File: src/rtl/game_telemetry_tx_if.sv
// Gameplay-to-telemetry bundle: snapshot inputs, frame tick and the UART/status outputs.
// The slave modport is the transmitter; the master modport is the gameplay/board side.
interface game_telemetry_tx_if;
   logic        enable_in;
   logic        new_frame;
   logic [15:0] ball_position_x;
   logic [15:0] ball_position_y;
   logic [15:0] ball_speed;
   logic [15:0] ball_direction;
   logic [15:0] cam_angle;
   logic [7:0]  score;
   logic [2:0]  state_in;
   logic        tx_out;
   logic        busy_out;
   logic        packet_done;
   logic [7:0]  dropped_count;

   modport master (
      output enable_in, new_frame, ball_position_x, ball_position_y, ball_speed,
             ball_direction, cam_angle, score, state_in,
      input  tx_out, busy_out, packet_done, dropped_count
   );

   modport slave (
      input  enable_in, new_frame, ball_position_x, ball_position_y, ball_speed,
             ball_direction, cam_angle, score, state_in,
      output tx_out, busy_out, packet_done, dropped_count
   );
endinterface

File: src/rtl/game_telemetry_tx.sv
// Frame-synchronous 8N1 UART transmitter for gameplay state snapshots.
// Define TELEMETRY_CHECKSUM_EN to append an XOR checksum byte (14-byte packets instead of 13).
module game_telemetry_tx #(
   parameter int unsigned CLKS_PER_BIT = 868,
   parameter int unsigned FRAME_DIVIDE = 1,
   parameter logic [7:0]  SYNC_BYTE    = 8'hA5
) (
   input  logic               clk_in,
   input  logic               rst_in_n,
   game_telemetry_tx_if.slave tel
);

`ifdef TELEMETRY_CHECKSUM_EN
   localparam int unsigned NUM_BYTES = 14;
`else
   localparam int unsigned NUM_BYTES = 13;
`endif

   localparam int unsigned BAUD_W = $clog2(CLKS_PER_BIT);
   localparam int unsigned DIV_W  = (FRAME_DIVIDE > 1) ? $clog2(FRAME_DIVIDE) : 1;

   localparam logic [BAUD_W-1:0] BAUD_LAST = BAUD_W'(CLKS_PER_BIT - 1);
   localparam logic [DIV_W-1:0]  DIV_LAST  = DIV_W'(FRAME_DIVIDE - 1);
   localparam logic [3:0]        BYTE_LAST = 4'(NUM_BYTES - 1);

   typedef enum logic [1:0] {IDLE, START, DATA, STOP} state_t;

   state_t            state_q, state_d;
   logic [BAUD_W-1:0] baud_q, baud_d;
   logic [2:0]        bit_q, bit_d;
   logic [3:0]        byte_q, byte_d;
   logic              tx_q, tx_d;
   logic              done_q, done_d;

   logic [DIV_W-1:0]  div_q;
   logic [7:0]        drop_q;

   logic [15:0]       snap_x, snap_y, snap_spd, snap_dir, snap_cam;
   logic [7:0]        snap_score;
   logic [2:0]        snap_state;

   logic              eligible, start_pkt, drop_pkt, bit_end;
   logic [2:0]        bit_nx;
   logic [7:0]        cur_byte;

   assign eligible  = tel.new_frame && (div_q == DIV_LAST);
   assign start_pkt = eligible && tel.enable_in && (state_q == IDLE);
   assign drop_pkt  = eligible && tel.enable_in && (state_q != IDLE);
   assign bit_end   = (baud_q == BAUD_LAST);
   assign bit_nx    = bit_q + 3'd1;

`ifdef TELEMETRY_CHECKSUM_EN
   logic [7:0] checksum;
   assign checksum = snap_x[15:8] ^ snap_x[7:0] ^ snap_y[15:8] ^ snap_y[7:0]
                   ^ snap_spd[15:8] ^ snap_spd[7:0] ^ snap_dir[15:8] ^ snap_dir[7:0]
                   ^ snap_cam[15:8] ^ snap_cam[7:0] ^ snap_score ^ {5'b0, snap_state};
`endif

   always_comb begin
      cur_byte = '0;
      case (byte_q)
         4'd0:    cur_byte = SYNC_BYTE;
         4'd1:    cur_byte = snap_x[15:8];
         4'd2:    cur_byte = snap_x[7:0];
         4'd3:    cur_byte = snap_y[15:8];
         4'd4:    cur_byte = snap_y[7:0];
         4'd5:    cur_byte = snap_spd[15:8];
         4'd6:    cur_byte = snap_spd[7:0];
         4'd7:    cur_byte = snap_dir[15:8];
         4'd8:    cur_byte = snap_dir[7:0];
         4'd9:    cur_byte = snap_cam[15:8];
         4'd10:   cur_byte = snap_cam[7:0];
         4'd11:   cur_byte = snap_score;
         4'd12:   cur_byte = {5'b0, snap_state};
`ifdef TELEMETRY_CHECKSUM_EN
         4'd13:   cur_byte = checksum;
`endif
         default: cur_byte = '0;
      endcase
   end

   // tx is registered and loaded with the level of the bit that begins on the same edge,
   // so the start bit appears on the capture edge and stop->start has no idle gap.
   always_comb begin
      state_d = state_q;
      baud_d  = baud_q;
      bit_d   = bit_q;
      byte_d  = byte_q;
      tx_d    = tx_q;
      done_d  = 1'b0;
      if (state_q != IDLE) baud_d = bit_end ? '0 : baud_q + BAUD_W'(1);
      case (state_q)
         IDLE: begin
            tx_d = 1'b1;
            if (start_pkt) begin
               state_d = START;
               tx_d    = 1'b0;
               baud_d  = '0;
               bit_d   = '0;
               byte_d  = '0;
            end
         end
         START: begin
            if (bit_end) begin
               state_d = DATA;
               bit_d   = '0;
               tx_d    = cur_byte[0];
            end
         end
         DATA: begin
            if (bit_end) begin
               if (bit_q == 3'd7) begin
                  state_d = STOP;
                  tx_d    = 1'b1;
               end else begin
                  bit_d = bit_nx;
                  tx_d  = cur_byte[bit_nx];
               end
            end
         end
         STOP: begin
            if (bit_end) begin
               if (byte_q == BYTE_LAST) begin
                  state_d = IDLE;
                  tx_d    = 1'b1;
                  done_d  = 1'b1;
               end else begin
                  state_d = START;
                  byte_d  = byte_q + 4'd1;
                  tx_d    = 1'b0;
               end
            end
         end
         default: state_d = IDLE;
      endcase
   end

   always_ff @(posedge clk_in) begin
      if (!rst_in_n) begin
         state_q <= IDLE;
         baud_q  <= '0;
         bit_q   <= '0;
         byte_q  <= '0;
         tx_q    <= 1'b1;
         done_q  <= 1'b0;
      end else begin
         state_q <= state_d;
         baud_q  <= baud_d;
         bit_q   <= bit_d;
         byte_q  <= byte_d;
         tx_q    <= tx_d;
         done_q  <= done_d;
      end
   end

   always_ff @(posedge clk_in) begin
      if (!rst_in_n) begin
         div_q      <= '0;
         drop_q     <= '0;
         snap_x     <= '0;
         snap_y     <= '0;
         snap_spd   <= '0;
         snap_dir   <= '0;
         snap_cam   <= '0;
         snap_score <= '0;
         snap_state <= '0;
      end else begin
         if (tel.new_frame) div_q <= (div_q == DIV_LAST) ? '0 : div_q + DIV_W'(1);
         if (drop_pkt && (drop_q != 8'hFF)) drop_q <= drop_q + 8'd1;
         if (start_pkt) begin
            snap_x     <= tel.ball_position_x;
            snap_y     <= tel.ball_position_y;
            snap_spd   <= tel.ball_speed;
            snap_dir   <= tel.ball_direction;
            snap_cam   <= tel.cam_angle;
            snap_score <= tel.score;
            snap_state <= tel.state_in;
         end
      end
   end

   assign tel.tx_out        = tx_q;
   assign tel.busy_out      = (state_q != IDLE);
   assign tel.packet_done   = done_q;
   assign tel.dropped_count = drop_q;

endmodule
File: src/flat_wrapper.sv
// flat-port wrapper written by rule: the top's interface ports become plain ports
module game_telemetry_tx_flat 
#(
   parameter int unsigned CLKS_PER_BIT = 868,
   parameter int unsigned FRAME_DIVIDE = 1,
   parameter logic [7:0]  SYNC_BYTE    = 8'hA5
)
  (clk_in, rst_in_n, tel_enable_in, tel_new_frame, tel_ball_position_x, tel_ball_position_y, tel_ball_speed, tel_ball_direction, tel_cam_angle, tel_score, tel_state_in, tel_tx_out, tel_busy_out, tel_packet_done, tel_dropped_count);
  game_telemetry_tx_if tel_i ();
  input  logic clk_in;
  input  logic rst_in_n;
  input wire logic [$bits(tel_i.enable_in)-1:0] tel_enable_in;
  input wire logic [$bits(tel_i.new_frame)-1:0] tel_new_frame;
  input wire logic [$bits(tel_i.ball_position_x)-1:0] tel_ball_position_x;
  input wire logic [$bits(tel_i.ball_position_y)-1:0] tel_ball_position_y;
  input wire logic [$bits(tel_i.ball_speed)-1:0] tel_ball_speed;
  input wire logic [$bits(tel_i.ball_direction)-1:0] tel_ball_direction;
  input wire logic [$bits(tel_i.cam_angle)-1:0] tel_cam_angle;
  input wire logic [$bits(tel_i.score)-1:0] tel_score;
  input wire logic [$bits(tel_i.state_in)-1:0] tel_state_in;
  output wire logic [$bits(tel_i.tx_out)-1:0] tel_tx_out;
  output wire logic [$bits(tel_i.busy_out)-1:0] tel_busy_out;
  output wire logic [$bits(tel_i.packet_done)-1:0] tel_packet_done;
  output wire logic [$bits(tel_i.dropped_count)-1:0] tel_dropped_count;
  assign tel_i.enable_in = tel_enable_in;
  assign tel_i.new_frame = tel_new_frame;
  assign tel_i.ball_position_x = tel_ball_position_x;
  assign tel_i.ball_position_y = tel_ball_position_y;
  assign tel_i.ball_speed = tel_ball_speed;
  assign tel_i.ball_direction = tel_ball_direction;
  assign tel_i.cam_angle = tel_cam_angle;
  assign tel_i.score = tel_score;
  assign tel_i.state_in = tel_state_in;
  assign tel_tx_out = tel_i.tx_out;
  assign tel_busy_out = tel_i.busy_out;
  assign tel_packet_done = tel_i.packet_done;
  assign tel_dropped_count = tel_i.dropped_count;
  game_telemetry_tx #(.CLKS_PER_BIT(CLKS_PER_BIT), .FRAME_DIVIDE(FRAME_DIVIDE), .SYNC_BYTE(SYNC_BYTE)) u_core (.clk_in(clk_in), .rst_in_n(rst_in_n), .tel(tel_i));
endmodule
File: config.mk
export PLATFORM = sky130hd
export DESIGN_NAME = game_telemetry_tx_flat
export DESIGN_NICKNAME = d
export VERILOG_FILES = /design/src/rtl/game_telemetry_tx_if.sv /design/src/rtl/game_telemetry_tx.sv /design/src/flat_wrapper.sv
export SDC_FILE = /design/constraint.sdc
export NUM_CORES = 1
export LEC_CHECK = 0
export BUFFER_PORTS_ARGS = -buffer_cell sky130_fd_sc_hd__clkbuf_2
export CAP_MARGIN = 20
export CORE_MARGIN = 2
export CORE_UTILIZATION = 56
export DETAILED_ROUTE_END_ITERATION = 10
export PLACE_DENSITY = 0.83
export REMOVE_ABC_BUFFERS = 1
export SYNTH_ARGS = -nofsm -noshare
export SYNTH_HDL_FRONTEND = slang
export SYNTH_SLANG_ARGS = --single-unit
File: constraint.sdc
create_clock -name clk_in -period 2.95 [get_ports clk_in]
set_clock_uncertainty 0.1 [all_clocks]
set_input_delay 0.59 -clock clk_in [delete_from_list [all_inputs] [get_ports clk_in]]
set_output_delay 0.59 -clock clk_in [all_outputs]
set_load 0.1 [all_outputs]
==> metrics.txt <==
Root Buffer clkbuf_8; Hold Crit Class input pin to flip-flop; # setup viols final 0; vias per cell 5.70; count leader, synth nand2_1; maximum clock frequency 357 MHz; startpoint types flip-flop; RePlAce Congestion just over 0.9; Finished Cell Area slightly below 7000 um2; Layout area overhead 20.2%; global route hottest layer met2; Synth area leader dfxtp_1; final WL between 10 and 15 mm; Final Critical Period about 2.8 ns; synthesized area around 5700 um2; DRC 0; largest net degree at the start of global routing 68; initial DRC count about 350; number of buffers created by CTS 17; remaining antenna violation count 0; CTS Hold Bufs 0; Distinct cells, synth 57; CP arrival between 2 and 2.5 ns; die height roughly 110 um; worst vdd ir a little over 0.0004 V; Post-DP Area between 6000 and 7000 um2; Layout Nets roughly 900; clock share of power 0.414; share of cells above drive strength 1 0.194; list of most frequent post-synthesis cells nand2_1, dfxtp_1, a21boi_0, clkbuf_1, a21oi_1; clk sinks 120; switch share 0.297; GRT met1 Usage 0.334; dpl hpwl between 9 and 10 mm; endpoints failing hold 0; Synth Flop Type dfxtp_1; Post-CTS Setup Bufs 0; Reg clk slew, reported paths 0.06 ns; status complete, no violations; Port Buffer Count 105; drt pass-1 iters 5; Die W between 100 and 150 um; Initial Util 0.581; dpl ws between 0.4 and 0.5 ns; Syn. warnings 0; Psw 1.41 mW; routed len/inst ~15 um; Final Cycle Share 0.949; Leak ~2.6 nW; max cap viols 0; cell-internal power about 3.3 mW; Mean Syn Cell Area between 8 and 9 um2; Critical Path RT between 2 and 2.5 ns; Core Area ~9900 um2; Core Rows 36; Power Dens Cells 690 nW/um2; Post-Synthesis Cells 712; crit end category primary output; measured slew at the worst slew-check pin 0.947 ns; CTS tree done; crit path max fanout 10; met2 usage 0.444; first-pass GRT wire length around 24 mm; GRT Util Overall 0.268; register area share after synthesis 0.419; ys async rst share 0; Synth area leaders dfxtp_1, nand2_1, a21boi_0, clkbuf_1, ha_1; Antenna diodes 0; Pwr Total 4.76 mW; Setup CP Type flip-flop to primary output; FF-to-FF setup slack between 0.3 and 0.4 ns; worst-skew pair later-pin latency 0.53 ns; Max Slew Vio Count 0; Ports ~110; die footprint between 10000 and 15000 um2; grt ovf 0; Reg power frac 0.397; number of global-route vias before repair between 5000 and 6000; Synth Register Bits 120; EDFF count, synth 0; CTS max path bufs 2; PostCTS Resize Cnt 0; Rel. slew slack 0.368; final worst slack 0.150 ns; initial antenna violation count 0; htree depth 4; Gate power share 0.190; Via Count ~5300; unrepaired setup endpoints after global routing false; grt met3 use 0.0611; Yosys top cell area share 0.419
-- layout make-up --
class	instances	area [um2]
multi-input combinational	529	3110
fill	766	2980
sequential	120	2400
timing repair buffer	113	611
clock buffer	24	470
tap	133	166
clock inverter	8	95.1
inverter	10	37.5
-- final timing paths --
path | start | to | depth (start not counted)
setup / recovery | u_core.state_q[0]$_SDFFE_PN0P_ | tel_busy_out | 4
setup reg to reg | u_core.byte_q[1]$_SDFFE_PN0P_ | u_core.tel.tx_out$_SDFFE_PN1P_ | 8
hold reg to reg | u_core.snap_y[5]$_SDFFE_PN0P_ | u_core.snap_y[5]$_SDFFE_PN0P_ | 2
hold / removal | tel_score[7] | u_core.snap_score[7]$_SDFFE_PN0P_ | 3
-- cell families (layout without fill, tap and decap cells) --
group | count (synthesis) | count (layout) | synth area share
flops | 120 | 120 | 0.419
xor+xnor | 8 | 8 | 0.0122
compound gates | 199 | 199 | 0.252
simple gates | 298 | 298 | 0.226
mux | 12 | 12 | 0.0216
buf+inv | 63 | 155 | 0.0426
fa+ha+maj | 12 | 12 | 0.0262
-- metal layers --
metal	wire, um	up-vias
li1	-	2625
met1	6330	2483
met2	6990	199
met3	863	35
met4	341	0
met5	0	-
-- worst max-delay path, stage by stage, from the launching register on --
cell and delay, ns:
dfxtp_1 0.39, inv_1 0.11, ha_1 0.35, inv_2 0.23
clkbuf_2 0.50
-- layout by cell type (no fill, tap or decap), types with 8 or more instances in the layout --
cell type,n
clkbuf_2,105
a21boi_0,95
and2_1,9
nand2_1,211
ha_1,12
clkbuf_16,16
o21ai_0,15
nor2_1,15
a21oi_1,22
nor2b_1,11
a221oi_1,8
nand3_1,8
a22oi_1,11
dfxtp_1,120
inv_1,9
mux2i_1,9
-- flip-flops by register name, indices dropped and copies added, names as in the netlist --
register	flops
u_core.snap_score	8
u_core.snap_x	16
u_core.bit_q	3
u_core.tel.tx_out	1
u_core.state_q	2
u_core.tel.packet_done	1
u_core.baud_q	10
u_core.snap_dir	16
u_core.snap_state	3
u_core.snap_y	16
u_core.snap_cam	16
u_core.tel.dropped_count	8
u_core.byte_q	4
u_core.snap_spd	16
-- power groups by stage --
| stage | sequential [mW] | combinational [mW] | clock (mW) |
|---|---|---|---|
| 2_1_floorplan | 1.94 | 0.564 | 0 |
| 3_3_place_gp | 1.91 | 0.851 | 0 |
| 3_5_place_dp | 1.92 | 0.890 | 0 |
| 4_1_cts | 1.88 | 0.898 | 1.98 |
| 5_1_grt | 1.90 | 0.994 | 2.05 |
| 6_report | 1.89 | 0.902 | 1.97 |
-- metrics by stage --
stage	std cells	hold slack, ns	setup TNS (ns)	util
final	937	0.186	0	0.698
after global routing	937	0.194	0	0.698
after CTS	937	0.180	0	0.698
after detailed placement	905	0.351	0	0.641
after global placement	905	0.346	0	0.641
after floorplan	659	0.334	-128.96	-
Note: power is estimated with default switching activity, not from simulation.
